## src/rtl/level_ctrl.sv

```systemverilog
// level_ctrl -- preemption level controller.
//
// Tracks the current priority level and a stack of interrupted contexts.
// An accepted interrupt pushes {level, pc}, raises the level, writes the
// return magic value into ra of the new register bank and redirects fetch
// to the handler vector. A handler return pops the stack and restores both
// the level and the PC.
//
// Optional feature (macro LEVEL_CTRL_TAIL_CHAIN_EN): a return that meets a
// pending interrupt with priority above the level being popped goes straight
// to the new handler, keeping the stacked context in place.
//
// Ports:
//   clk          core clock
//   reset        asynchronous active-low reset
//   irqReq       pending interrupt request (level-held)
//   irqPrio      priority of pending request
//   irqVector    handler address of pending request
//   irqAck       one-cycle pulse, request accepted
//   pc           PC of next instruction in the interrupted context
//   retReq       one-cycle pulse, handler returned
//   level        current level to rf_stack
//   writeRaEn    ra write strobe to rf_stack
//   writeRaData  ra write value to rf_stack
//   pcLoadEn     one-cycle pulse, fetch loads pcLoadData
//   pcLoadData   target PC
//   depth        number of stacked contexts
//   retErr       one-cycle pulse, return with nothing stacked
module level_ctrl #(
  parameter int                   DataWidth   = 32,
  parameter int                   NumLevels   = 8,
  parameter logic [DataWidth-1:0] RaMagic     = 'hFFFF_FFF0,
  localparam int                  IndexLevels = $clog2(NumLevels)
) (
  input  logic                   clk,
  input  logic                   reset,
  input  logic                   irqReq,
  input  logic [IndexLevels-1:0] irqPrio,
  input  logic [DataWidth-1:0]   irqVector,
  output logic                   irqAck,
  input  logic [DataWidth-1:0]   pc,
  input  logic                   retReq,
  output logic [IndexLevels-1:0] level,
  output logic                   writeRaEn,
  output logic [DataWidth-1:0]   writeRaData,
  output logic                   pcLoadEn,
  output logic [DataWidth-1:0]   pcLoadData,
  output logic [IndexLevels-1:0] depth,
  output logic                   retErr
);

  typedef enum logic [1:0] {RUN, ENTER, EXIT} state_t;

  state_t state, state_nxt;

  // Context stack; only depth is reset, contents are don't-care.
  logic [IndexLevels-1:0] stack_lvl [NumLevels-1];
  logic [DataWidth-1:0]   stack_pc  [NumLevels-1];

  // Target of the pending ENTER/EXIT: new prio/vector or popped level/pc.
  logic [IndexLevels-1:0] lat_lvl, lat_lvl_nxt;
  logic [DataWidth-1:0]   lat_addr, lat_addr_nxt;

  logic [IndexLevels-1:0] level_nxt, depth_nxt, pop_idx;
  logic                   ack_nxt, err_nxt, wra_en_nxt, pcl_en_nxt, push;
  logic [DataWidth-1:0]   wra_data_nxt, pcl_data_nxt;

  assign pop_idx = depth - IndexLevels'(1);

  always_comb begin
    state_nxt    = state;
    level_nxt    = level;
    depth_nxt    = depth;
    ack_nxt      = 1'b0;
    err_nxt      = 1'b0;
    wra_en_nxt   = 1'b0;
    wra_data_nxt = writeRaData;
    pcl_en_nxt   = 1'b0;
    pcl_data_nxt = pcLoadData;
    lat_lvl_nxt  = lat_lvl;
    lat_addr_nxt = lat_addr;
    push         = 1'b0;
    case (state)
      RUN: begin
        if (retReq) begin
          // A return wins over a simultaneous request.
          if (depth != '0) begin
`ifdef LEVEL_CTRL_TAIL_CHAIN_EN
            if (irqReq && (irqPrio > stack_lvl[pop_idx])) begin
              // Chain into the new handler; the stacked context remains
              // the one to resume when this handler returns.
              lat_lvl_nxt  = irqPrio;
              lat_addr_nxt = irqVector;
              ack_nxt      = 1'b1;
              state_nxt    = ENTER;
            end else begin
              depth_nxt    = pop_idx;
              lat_lvl_nxt  = stack_lvl[pop_idx];
              lat_addr_nxt = stack_pc[pop_idx];
              state_nxt    = EXIT;
            end
`else
            depth_nxt    = pop_idx;
            lat_lvl_nxt  = stack_lvl[pop_idx];
            lat_addr_nxt = stack_pc[pop_idx];
            state_nxt    = EXIT;
`endif
          end else begin
            err_nxt = 1'b1;
          end
        end else if (irqReq && (irqPrio > level)) begin
          // Strictly increasing levels bound depth to NumLevels-1, and
          // priority 0 can never exceed the current level.
          push         = 1'b1;
          depth_nxt    = depth + IndexLevels'(1);
          lat_lvl_nxt  = irqPrio;
          lat_addr_nxt = irqVector;
          ack_nxt      = 1'b1;
          state_nxt    = ENTER;
        end
      end
      ENTER: begin
        level_nxt    = lat_lvl;
        wra_en_nxt   = 1'b1;
        wra_data_nxt = RaMagic;
        pcl_en_nxt   = 1'b1;
        pcl_data_nxt = lat_addr;
        state_nxt    = RUN;
      end
      EXIT: begin
        level_nxt    = lat_lvl;
        pcl_en_nxt   = 1'b1;
        pcl_data_nxt = lat_addr;
        state_nxt    = RUN;
      end
      default: state_nxt = RUN;
    endcase
  end

  always_ff @(posedge clk or negedge reset) begin
    if (!reset) begin
      state       <= RUN;
      level       <= '0;
      depth       <= '0;
      irqAck      <= 1'b0;
      retErr      <= 1'b0;
      writeRaEn   <= 1'b0;
      writeRaData <= '0;
      pcLoadEn    <= 1'b0;
      pcLoadData  <= '0;
    end else begin
      state       <= state_nxt;
      level       <= level_nxt;
      depth       <= depth_nxt;
      irqAck      <= ack_nxt;
      retErr      <= err_nxt;
      writeRaEn   <= wra_en_nxt;
      writeRaData <= wra_data_nxt;
      pcLoadEn    <= pcl_en_nxt;
      pcLoadData  <= pcl_data_nxt;
    end
  end

  always_ff @(posedge clk) begin
    lat_lvl  <= lat_lvl_nxt;
    lat_addr <= lat_addr_nxt;
    if (push) begin
      stack_lvl[depth] <= level;
      stack_pc[depth]  <= pc;
    end
  end

endmodule

```

## config.mk

```make
export PLATFORM = sky130hd
export DESIGN_NAME = level_ctrl
export DESIGN_NICKNAME = d
export VERILOG_FILES = /design/src/rtl/level_ctrl.sv
export SDC_FILE = /design/constraint.sdc
export NUM_CORES = 1
export LEC_CHECK = 0
export ABC_AREA = 1
export CAP_MARGIN = 30
export CORE_MARGIN = 2
export CORE_UTILIZATION = 30
export DETAILED_ROUTE_END_ITERATION = 7
export GPL_TIMING_DRIVEN = 0
export SYNTH_ARGS = -nofsm -noshare
export SYNTH_HDL_FRONTEND = slang
export SYNTH_SLANG_ARGS = --single-unit
export TNS_END_PERCENT = 20
```

## constraint.sdc

```tcl
create_clock -name clk -period 4.1 [get_ports clk]
set_clock_uncertainty 0.15 [all_clocks]
set_input_delay 0.82 -clock clk [delete_from_list [all_inputs] [get_ports clk]]
set_output_delay 0.82 -clock clk [all_outputs]
set_load 0.1 [all_outputs]
```

Word level (Yosys, flattened, before mapping)
Memory sizes are Yosys's and may differ from the RTL's.
Cells that the tools add are included.
{"block": "totals", "reg_bits": 80, "romBits": 0, "latchBits": 0, "mem_bits_rw": 245, "mem_count": 2, "input_bits": 71, "out_inout_bits": 74, "word_cells": 51}
{"name": "stack_pc", "depth": 7, "word_bits": 32, "read_ports": 1, "rd_clocked_by_memory_dff": 0, "wr": 1, "line_no": "58", "text": "logic [DataWidth-1:0] stack_pc [NumLevels-1];"}
{"name": "stack_lvl", "depth": 7, "word_bits": 3, "read_ports": 1, "rd_clocked_by_memory_dff": 0, "wr": 1, "line_no": "57", "text": "logic [IndexLevels-1:0] stack_lvl [NumLevels-1];"}
{"block": "classes", "div_mod_pow": 0, "n_shift": 0, "muxes": 23, "n_mul": 0, "n_addsub": 2, "bitwise_logic": 0, "n_reduce_logical": 7, "n_eq_ne": 5, "order_cmp": 1}
{"op": "32-bit two-way mux", "n": 3}
{"op": "3-bit two-way mux", "n": 6}
{"op": "1-bit two-way mux", "n": 10}
{"op": "2-bit two-way mux", "n": 4}
{"op": "3-bit != test, second input constant", "n": 2}
{"op": "3-bit by 1-bit adder with 3-bit output, second input constant", "n": 1}
{"op": "3-bit greater-than comparator", "n": 1}
{"op": "3-bit AND reduction", "n": 1}
{"op": "3-bit nonzero test", "n": 1}
{"op": "3-bit by 1-bit subtractor with 3-bit output, second input constant", "n": 1}
{"op": "2-bit by 1-bit equality test with 1-bit output, second input constant", "n": 1}
{"op": "2-bit equality test, second input constant", "n": 1}
{"op": "2-bit logical NOT", "n": 1}
{"op": "2-bit by 1-bit != test with 1-bit output, second input constant", "n": 1}
{"op": "2-bit AND reduction", "n": 1}
{"op": "2-bit nonzero test", "n": 1}
{"op": "2-bit OR reduction", "n": 1}
{"op": "1-bit logical AND", "n": 1}

Longest topological paths before layout
{"block": "logic_depth", "word_depth": 7, "mapped_depth": 13, "ltp_nobuf": 10}

Worst setup path before layout
No wires, ideal clock.
{"block": "synth_timing", "path_kind": "flip-flop to flip-flop", "start": "register level[2]", "end": "memory stack_lvl[0][0] in the netlist's numbering, enable pin", "arrival_ps": 3422, "path_slack_ps": 101, "required_ps": 3523, "path_stages_with_launch": 10, "path_cell_list": "dfrtp_1 -> inv_1 -> ha_1 -> nand3_1 -> nand2_1 -> inv_1 -> nand2_1 -> nor2_1 -> nand2_1 -> nor2_1"}
{"block": "synth_via", "elab_chain_cells": 7}
{"element": "start, declared", "line_no": "43", "text": "output logic [IndexLevels-1:0] level,"}
{"element": "start signal, assigned", "line_no": "153", "text": "level <= level_nxt;"}
{"element": "3-bit greater-than comparator", "line_no": "111", "text": "end else if (irqReq && (irqPrio > level)) begin"}
{"element": "1-bit logical AND", "line_no": "111"}
{"element": "1-bit two-way mux", "line_no": "111"}
{"element": "1-bit two-way mux", "line_no": "85", "text": "if (retReq) begin"}
{"element": "1-bit two-way mux", "line_no": "83", "text": "case (state)"}
{"element": "1-bit two-way mux", "line_no": "167", "text": "if (push) begin"}
{"element": "1-bit two-way mux (not written as such)", "line_no": "168", "text": "stack_lvl[depth] <= level;"}
{"element": "end, declared", "line_no": "57"}
Every way passes these cells.

Worst setup path in the final report
{"block": "layout_timing", "start": "register writeRaData[4] (netlist name)", "end": "output writeRaData[31]"}
{"element": "end, declared", "line_no": "45", "text": "output logic [DataWidth-1:0] writeRaData,"}
No word-level cell between the ends.

==> results.py <==
metrics = {
    "synthesis": {
        "synthCells": 985,
        "synth_top_area_cell": "edfxtp_1",
        "ys_ff_latch": 325,
        "ys_top_cells_by_area": "edfxtp_1 65%, dfrtp_1 8.7%, nand2_1 5.0%",
        "mappedNetlistArea_sq_um": 12900,
        "synth_warnings": 0,
        "ys_types": 26,
        "synth_compound_area_frac": 0.0696,
        "synthAdderAreaFrac": 0.00774,
        "synth_top_family_by_area": "simple AND/OR/NAND/NOR gates",
        "synthMuxAreaShare": 0.0288,
        "synth-seq-area-share": 0.738,
        "netlist.area_leader.share": 0.651,
        "synth-xor-area-share": 0.000678,
        "syn_avg_cell_area_sq_um": 13.1,
        "synth-simple-area-share": 0.110,
    },
    "layout": {
        "num-nets-final": 1252,
        "diodes": 0,
        "drive_gt1_frac": 0.148,
        "stdcell_area_sq_um": 16400,
        "final_util": 0.383,
        "final_common_cell": "edfxtp_1",
        "synthToLayoutAreaGrowth_pct": 26.7,
        "final_cell_mix": "280 x edfxtp_1, 173 x nand2_1, 139 x clkdlybuf4s50_1",
    },
    "timing": {
        "tightest_slew_ns": 1.00,
        "drv_slew": 0,
        "rsz0062_at_grt": "no",
        "fin_crit_ns": 3.67,
        "max_freq_mhz": 272,
        "fin_ws_ns": 0.426,
        "setup_viol": 0,
        "fin_hold_ws_ns": 0.0994,
        "hold_viol": 0,
        "slew-limit-headroom": 0.331,
        "fin_crit_sh": 0.896,
    },
    "route": {
        "wl_met1_um": 14400,
        "dr.pass1.iters": 5,
        "drt-initial-drc-count": 547,
        "via_per_inst": 4.71,
        "wire_per_inst_um": 19.2,
        "routed-via-count": 8225,
        "met2_length_um": 16500,
        "ant_nets": 0,
        "drc": 0,
        "top_layer": "met5",
        "wl_met3_um": 1920,
        "wl_um": 33600,
    },
    "setup_path": {
        "crit_path_start_kind": "register",
        "crit_fanout": 29,
        "cp-end-kind": "output port",
        "crit_slowest_cell": "clkdlybuf4s50_1",
        "worstPathCellList": "buf_4, clkdlybuf4s50_1",
        "worst-r2r-setup-slack_ns": 0.86,
        "crit_arrival_ns": 2.70,
        "crit_required_ns": 3.13,
        "r2r-end": "lat_addr[1]",
        "rr_startpoint": "depth[0]",
        "critPathKind": "reg -> out",
        "reg2reg_depth": 11,
        "critical_path.max_stage_delay_ns": 1.13,
    },
    "placed_design": {
        "place_congestion": 0.751,
        "io_buffer_count": 140,
        "dpl-instance-area_sq_um": 15200,
        "dp_slack_ns": 0.273,
        "hpwl_um": 22600,
    },
    "clocking": {
        "root_buffer": "clkbuf_16",
        "cts_buffer_depth": 3,
        "cts_setup_buffers": 0,
        "clkLatencyLatePin_ns": 0.51,
        "cts.reportedPaths.clkPinSlew_ns": 0.06,
        "numCtsBuffers": 35,
        "htree_levels": 2,
        "cts_tree": "yes",
        "numClockSinks": 325,
        "cts_hold_buf": 0,
        "ctsResizeCount": 0,
    },
    "die": {
        "fp.dieArea_sq_um": 44800,
        "die-width_um": 212,
        "start_util": 0.302,
        "rows": 76,
        "die_y_um": 212,
        "core_sq_um": 42800,
        "io_pins": 145,
    },
    "global_route": {
        "grt_overflow": 0,
        "grt_max_degree": 36,
        "grt_usage": 0.150,
        "grt_pass1_vias": 8210,
        "antenna_found_initial": 4,
        "grt_pass1_wl_um": 50000,
    },
    "status": {
        "outcome": "finished clean",
    },
    "hold_path": {
        "hp-class": "in -> async",
    },
    "job": {
        "maxCapViolations": 0,
    },
}
==> layer usage <==
metal / vias up / GRT usage
met4: 8 / 0.0410
met1: 4038 / 0.194
met5: - / 0
met3: 59 / 0.0301
met2: 257 / 0.258
li1: 3863 / -
==> registers in the layout (all words and copies together), names as in the netlist, 2 cells and up <==
signal and cells:
depth 3, lat_addr 32, lat_lvl 3, level 3, pcLoadData 32, stack_lvl 21, stack_pc 224, state 2
==> cell usage after synthesis (all sizes together) <==
| cell | count |
|---|---|
| buf | 61 |
| nor2 | 108 |
| conb | 1 |
| clkbuf | 25 |
| or2 | 3 |
| o21ai | 134 |
| xor2 | 1 |
| nand2 | 173 |
| nand3 | 56 |
| inv | 18 |
| o22ai | 32 |
| o211ai | 1 |
| ha | 8 |
| edfxtp | 280 |
| nand4 | 4 |
| mux2 | 33 |
| dfrtp | 45 |
| a21oi | 2 |
==> area by class of cell <==
cell class	count	area, sq um
multi-input combinational	559	2860
sequential	325	9530
clock inverter	17	125
clock buffer	46	1010
timing repair buffer	148	1560
buffer	86	523
tap	546	683
inverter	18	67.6
fill	4041	26400
==> kinds of logic after synthesis <==
logic type	after synthesis
fa+ha+maj	8
mux	33
simple gates	344
other cells	1
xor+xnor	1
compound gates	169
flops	325
buf+inv	104
==> metrics by stage <==
stage / instances / setup TNS [ns]
6_report: 1745 / 0
5_1_grt: 1745 / 0
4_1_cts: 1745 / 0
3_3_place_gp: 1674 / -385.43
3_5_place_dp: 1682 / 0
2_1_floorplan: 988 / 0
==> how the worst max path moves through the flow <==
stage | startpoint | endpoint | slack [ns] | cells after the start
6_report | writeRaData[4] | writeRaData[31] | 0.43 | 2
5_1_grt | writeRaData[4] | writeRaData[26] | 0.25 | 2
4_1_cts | writeRaData[4] | writeRaData[19] | 0.37 | 2
3_5_place_dp | irqPrio[0] | stack_pc[2][18] | 0.27 | 11
3_3_place_gp | irqPrio[0] | stack_pc[3][17] | -1.62 | 10
2_1_floorplan | level[2] | stack_lvl[0][0] | 0.10 | 9
==> critical path, delay by kind of cell (launching register included) <==
kind | cells | cell delay [ns]
buf+inv | 2 | 1.35
flops | 1 | 0.84
Power is not shown: default switching activity piles up to over one toggle a cycle in this logic, so the estimate is an artifact.
